<file path="config.mk">
export PLATFORM = sky130hd
export DESIGN_NAME = ln_arg_reduce
export DESIGN_NICKNAME = d
export VERILOG_FILES = /design/src/rtl/ln_pkg.sv /design/src/rtl/ln_tag_fifo.sv /design/src/rtl/ln_arg_reduce.sv
export SDC_FILE = /design/constraint.sdc
export NUM_CORES = 1
export LEC_CHECK = 0
export CAP_MARGIN = 20
export CORE_UTILIZATION = 66
export DETAILED_ROUTE_END_ITERATION = 8
export PLACE_DENSITY = 0.85
export SYNTH_ARGS = -nofsm -noshare
export SYNTH_HDL_FRONTEND = slang
export SYNTH_HIERARCHICAL = 1
export SYNTH_SLANG_ARGS = --single-unit
</file>
<file path="constraint.sdc">
create_clock -name clk -period 8.4 [get_ports clk]
set_input_delay 1.68 -clock clk [delete_from_list [all_inputs] [get_ports clk]]
set_output_delay 1.68 -clock clk [all_outputs]
set_load 0.01 [all_outputs]
</file>
<file path="src/rtl/ln_pkg.sv">
// Shared types and constants for the ln range-reduction front end (ln_arg_reduce).
package ln_pkg;

  typedef enum logic [2:0] {
    CLS_NORMAL = 3'd0,
    CLS_ZERO   = 3'd1,
    CLS_NEG    = 3'd2,
    CLS_INF    = 3'd3,
    CLS_NAN    = 3'd4
  } ln_class_t;

  localparam int          FP_EXP_BIAS = 127;
  localparam int          FP_FRAC_W   = 23;
  localparam logic [22:0] SQRT2_FRAC  = 23'h3504F3;

  typedef struct packed {
    logic signed [8:0] k;
    ln_class_t         cls;
  } ln_tag_t;

  // Leading-zero count over 24 bits; returns 24 for an all-zero word.
  function automatic logic [4:0] lzc24(input logic [23:0] v);
    logic [4:0] n;
    logic       found;
    n     = 5'd24;
    found = 1'b0;
    for (int i = 23; i >= 0; i--) begin
      if (!found && v[i]) begin
        n     = 5'(23 - i);
        found = 1'b1;
      end
    end
    return n;
  endfunction

endpackage

</file>
<file path="src/rtl/ln_tag_fifo.sv">
// Circular tag FIFO holding {k, class} for each operation in flight through the core.
// Pointers wrap at DEPTH-1 so any DEPTH works; push while full is allowed when a pop happens too.
module ln_tag_fifo
  import ln_pkg::*;
#(
  parameter int DEPTH = 80
) (
  input  logic    clk,
  input  logic    rst_n,
  input  logic    push,
  input  logic    pop,
  input  ln_tag_t wdata,
  output ln_tag_t rdata,
  output logic    full,
  output logic    empty
);

  localparam int AW = $clog2(DEPTH);
  localparam int CW = $clog2(DEPTH + 1);

  ln_tag_t       mem [DEPTH];
  logic [AW-1:0] wr_ptr;
  logic [AW-1:0] rd_ptr;
  logic [CW-1:0] count;
  logic          do_push;
  logic          do_pop;

  function automatic logic [AW-1:0] ptr_inc(input logic [AW-1:0] p);
    return (p == AW'(DEPTH - 1)) ? '0 : p + 1'b1;
  endfunction

  assign full    = (count == CW'(DEPTH));
  assign empty   = (count == '0);
  assign do_pop  = pop && !empty;
  assign do_push = push && (!full || do_pop);
  assign rdata   = mem[rd_ptr];

  always_ff @(posedge clk) begin
    if (!rst_n) begin
      wr_ptr <= '0;
      rd_ptr <= '0;
      count  <= '0;
    end else begin
      if (do_push) begin
        mem[wr_ptr] <= wdata;
        wr_ptr      <= ptr_inc(wr_ptr);
      end
      if (do_pop) rd_ptr <= ptr_inc(rd_ptr);
      case ({do_push, do_pop})
        2'b10:   count <= count + 1'b1;
        2'b01:   count <= count - 1'b1;
        default: count <= count;
      endcase
    end
  end

endmodule

</file>
<file path="src/rtl/ln_arg_reduce.sv">
// Range reduction y = 2^k * m ahead of ln_fast_core, re-pairing k/class with each core result.
// Optional LN_CENTER_RANGE_EN centres m around 1 (m >= sqrt2 -> k+1, x = m/2-1).
module ln_arg_reduce
  import ln_pkg::*;
#(
  parameter int DEPTH = 80
) (
  input  logic              clk,
  input  logic              rst_n,
  input  logic              y_valid,
  output logic              y_ready,
  input  logic [31:0]       y,
  output logic [31:0]       x,
  output logic              start,
  input  logic [31:0]       core_ln,
  input  logic              core_done,
  input  logic              core_error,
  output logic              res_valid,
  output logic [31:0]       res_ln_m,
  output logic signed [8:0] res_k,
  output logic [2:0]        res_class,
  output logic              res_error,
  output logic              err_unexpected
);

  localparam int CW = $clog2(DEPTH + 1);

  logic [CW-1:0]     outstanding;
  logic              accept;
  logic              pop;
  logic              fifo_full;
  logic              fifo_empty;
  ln_tag_t           tag_q;
  ln_tag_t           tag_rd;

  logic [7:0]        y_e;
  logic [22:0]       y_f;
  ln_class_t         cls_d;

  logic              s1_valid;
  ln_class_t         s1_cls;
  logic signed [8:0] s1_k;
  logic [22:0]       s1_f;

  logic [4:0]        lz;
  logic [31:0]       x_d;
  logic signed [8:0] k_d;

  assign y_ready = (outstanding < CW'(DEPTH));
  assign accept  = y_valid && y_ready;
  assign pop     = core_done && !fifo_empty;

  // Only popped results retire an operation; a stray core_done leaves the count alone.
  always_ff @(posedge clk) begin
    if (!rst_n) begin
      outstanding <= '0;
    end else begin
      case ({accept, pop})
        2'b10:   outstanding <= outstanding + 1'b1;
        2'b01:   outstanding <= outstanding - 1'b1;
        default: outstanding <= outstanding;
      endcase
    end
  end

  assign y_e = y[30:23];
  assign y_f = y[FP_FRAC_W-1:0];

  always_comb begin
    cls_d = CLS_NORMAL;
    if (y_e == 8'hFF && y_f != '0) cls_d = CLS_NAN;
    else if (y_e == 8'h00)         cls_d = CLS_ZERO;
    else if (y[31])                cls_d = CLS_NEG;
    else if (y_e == 8'hFF)         cls_d = CLS_INF;
  end

  always_ff @(posedge clk) begin
    if (!rst_n) begin
      s1_valid <= 1'b0;
      s1_cls   <= CLS_NORMAL;
      s1_k     <= '0;
      s1_f     <= '0;
    end else begin
      s1_valid <= accept;
      s1_cls   <= cls_d;
      s1_k     <= $signed({1'b0, y_e}) - 9'(FP_EXP_BIAS);
      s1_f     <= y_f;
    end
  end

`ifdef LN_CENTER_RANGE_EN
  logic [23:0] g;
  logic [4:0]  lzg;
  assign g   = 24'h800000 - {1'b0, s1_f};
  assign lzg = lzc24(g);
`endif

  // x = m-1 renormalised: the leading one of f becomes the hidden bit, so the result is exact.
  always_comb begin
    lz  = lzc24({s1_f, 1'b1});
    x_d = '0;
    k_d = s1_k;
    if (s1_cls != CLS_NORMAL) begin
      k_d = '0;
    end else if (s1_f != '0) begin
      x_d = {1'b0, 8'(8'd126 - {3'b000, lz}), 23'(s1_f << (lz + 5'd1))};
    end
`ifdef LN_CENTER_RANGE_EN
    if (s1_cls == CLS_NORMAL && s1_f >= SQRT2_FRAC) begin
      k_d = s1_k + 9'sd1;
      x_d = {1'b1, 8'(8'd126 - {3'b000, lzg}), 23'(g << lzg)};
    end
`endif
  end

  always_ff @(posedge clk) begin
    if (!rst_n) begin
      start <= 1'b0;
      x     <= '0;
      tag_q <= '0;
    end else begin
      start     <= s1_valid;
      x         <= s1_valid ? x_d : '0;
      tag_q.k   <= k_d;
      tag_q.cls <= s1_cls;
    end
  end

  ln_tag_fifo #(.DEPTH(DEPTH)) u_tag_fifo (
    .clk   (clk),
    .rst_n (rst_n),
    .push  (start),
    .pop   (pop),
    .wdata (tag_q),
    .rdata (tag_rd),
    .full  (fifo_full),
    .empty (fifo_empty)
  );

  always_ff @(posedge clk) begin
    if (!rst_n) begin
      res_valid      <= 1'b0;
      res_ln_m       <= '0;
      res_k          <= '0;
      res_class      <= '0;
      res_error      <= 1'b0;
      err_unexpected <= 1'b0;
    end else begin
      res_valid <= pop;
      if (pop) begin
        res_ln_m  <= core_ln;
        res_error <= core_error;
        res_k     <= tag_rd.k;
        res_class <= tag_rd.cls;
      end
      if (core_done && fifo_empty) err_unexpected <= 1'b1;
    end
  end

  // Full is unreachable while outstanding <= DEPTH; kept visible for debug probing.
  logic unused_full;
  assign unused_full = fifo_full;

endmodule

</file>
==> metrics <==
via/cell ratio 7.11; Rows 94; Slew @ Worst Pin 1.21 ns; Total Routing Usage GR 33.7%; HP Start res_ln_m[21]; kind of critical path in2reg; port bufs 147; Reg-to-Reg End u_tag_fifo/mem[66][10]; HP Class reg2reg; top post-synthesis cells by area edfxtp_1, mux4_2, dfxtp_1; M2 GR Usage 50.1%; number of flops mapped to enable cells by yosys 960; xor/xnor share of the synthesized area 0.560%; Hold Fails Final Rpt 0; vias in the first global route 23,749; Boundary Pins 150; Mapped Cells 2,354; R2R setup slack 3.36 ns; Max Cap Violations 0; DRT Pass-1 Iters 6; CP required 8.69 ns; Final Setup Violations 0; post-synth top area cell edfxtp_1; root buffer cell clkbuf_16; sequential share of the synthesized area 72.8%; busiest grt layer met2; ANT nets after route 0; CP Capture Type register; placed cells 3,266; final WL 112,000 µm; Worst setup SP type input pin; Die Span X 260 µm; fin. max-slew vios 0; Worst EP arrival 5.67 ns; Slew HR 19.0%; core area 0.0659 mm²; pin count of the biggest net entering global routing 157; Yosys reg bits 1,121; die height 260 µm; Compound-Gate Fraction of Synth Area 3.70%; first-pass GRT wire length 163,000 µm; syn avg cell area 18.7 µm²; Worst R2R Start u_tag_fifo/count[1]; Placer Congestion 0.971; Ys Warns 6; Leak 0.0139 µW; met1 Use GR 49.8%; Final Cycle Share 64.1%; worst-skew pair later-pin latency 0.68 ns; TNS Setup 0 ns; initial drt markers 3,585; Layout area overhead 13.1%; max incr delay on CP 1.01 ns; Synth top area share 65.5%; simple-gate portion of the synthesized area 4.85%; Post-synth ARST share 0%; Post-Synth Adder-Cell Area 0.546%; FF-to-FF path depth 8; CTS clk-pin slew, worst paths 0.06 ns; Min Clock Period, post-route 5.38 ns; status complete, no violations; Hold Crit Depth 2; Cell Area, Synth 0.0440 mm²; Top FF cell, synth edfxtp_1; Final Power 11,500 µW; Clock Sink Count 1,121; Worst Hold End res_ln_m[21]; mux cell area share after synthesis 16.0%; Post-CTS Hold Fix Bufs 0; residual overflow from global routing 0; dpl hpwl 63,500 µm; per-cell routed wire length 32.3 µm; Non-Filler Instances 3,471; Peak VDD IR 322 µV; initial antenna violation count 2; worst-path cell chain clkdlybuf4s50_1 > nand2b_2 > inv_2 > buf_4 > o41a_1 > and3_4 > nand3_2 > nor2_1; ANT cells 0; total vias in the final route 24,663; clock buffer depth 3; unrepaired setup endpoints after global routing false; main combinational cell family by area after synthesis multiplexers; Initial Utilization 66.8%; M3 GR Usage 8.15%; synth unique cells 78; Power Dens Cells 232 mW/mm²; Post-CTS Resized 0; family with the most delay on the worst path simple AND/OR/NAND/NOR gates; Layout Nets 2,605; WP buf/inv 3; Fmax 186 MHz; DRC violations left 0; cts bufs inserted 105; skew final 0.0201 ns; CTS tree yes; Crit-path slowest cell nor2_1; worst-path fanout max 49; Post-CTS Repair Setup Buffers 0; total die area 0.0677 mm²; htree depth 3; share of layout cells above drive strength 1 20.3%
layout make-up:
type,count,area (µm²)
clock inverter,58,564
multi-input combinational,1083,11300
clock buffer,138,2900
fill,3350,16100
timing repair buffer,180,1770
inverter,27,101
tap,864,1080
sequential,1121,32100
tightest hold or removal path, delay by kind of cell (launching register included):
family             cells  cell delay (ns)
AOI/OAI and AO/OA      1             0.05
DFF                    1             0.30
and+or+nand+nor        1             0.05
cell usage after synthesis, drive strengths merged (23+ instances only):
| library cell | instances |
|---|---|
| nor2b | 24 |
| mux2i | 68 |
| and2 | 38 |
| mux2 | 28 |
| a21oi | 65 |
| nand2 | 155 |
| buf | 67 |
| inv | 26 |
| mux4 | 267 |
| clkbuf | 57 |
| o21ai | 23 |
| a22oi | 54 |
| dfxtp | 161 |
| nor2 | 137 |
| edfxtp | 960 |
routing by layer:
metal | routed length [µm] | vias to the layer above | part of all wire, %
li1 | - | 9768 | -
met1 | 40800 | 12427 | 36
met2 | 52000 | 2160 | 46
met3 | 14900 | 304 | 13
met4 | 4390 | 4 | 3.9
met5 | 23 | - | 0.021
how the worst max path moves through the flow:
| stage | start | to | depth (start not counted) |
|---|---|---|---|
| 3_5_place_dp | core_done | u_tag_fifo/mem[31][6] | 8 |
| 5_1_grt | core_done | u_tag_fifo/mem[79][2] | 8 |
| 2_1_floorplan | core_done | outstanding[6] | 14 |
| 4_1_cts | core_done | u_tag_fifo/mem[63][0] | 8 |
| 3_3_place_gp | core_done | u_tag_fifo/mem[23][11] | 8 |
| 6_report | core_done | u_tag_fifo/mem[79][0] | 8 |
state kept, by name, indices dropped and copies added (netlist names), 3 cells and up, named ones only:
signal / count
outstanding: 7
res_class: 3
s1_k: 9
x: 30
res_k: 9
u_tag_fifo/wr_ptr: 7
s1_cls: 3
u_tag_fifo/rd_ptr: 7
u_tag_fifo/mem: 960
tag_q: 12
s1_f: 23
res_ln_m: 32
u_tag_fifo/count: 7
cell families after synthesis:
logic type	count (synthesis)
xor gates and xnor gates	23
DFF	1121
other	1
adders and majority gates	18
AOI/OAI and AO/OA	232
buffers and inverters	151
and+or+nand+nor	445
muxes	363
cell usage in the layout (no fill, tap or decap), drive strengths merged, types with 32 or more instances in the layout:
cell type / count
edfxtp: 960
a21oi: 65
dfxtp: 161
clkdlybuf4s50: 146
and2: 38
mux4: 267
buf: 32
nand2: 155
mux2i: 68
clkbuf: 140
a22oi: 54
clkinv: 41
nor2: 137
per-stage QoR:
stage	hold slack, ns	utilization, %	setup WS [ns]	instance area [µm²]
global route	0.485	75.6	2.90	49800
floorplan	0.436	-	4.18	44000
finish	0.456	75.6	3.02	49800
CTS	0.456	75.4	3.19	49700
detailed placement	0.448	70.2	2.52	46200
global placement	0.443	70.1	2.70	46200
power by group:
part / switching (µW) / leakage [µW] / internal, µW
logic: 380 / 0.00357 / 290
registers: 64.5 / 0.00865 / 6060
clock network: 2070 / 0.00167 / 2660
total: 2520 / 0.0139 / 9010
Note: power is estimated with default switching activity, not from simulation.
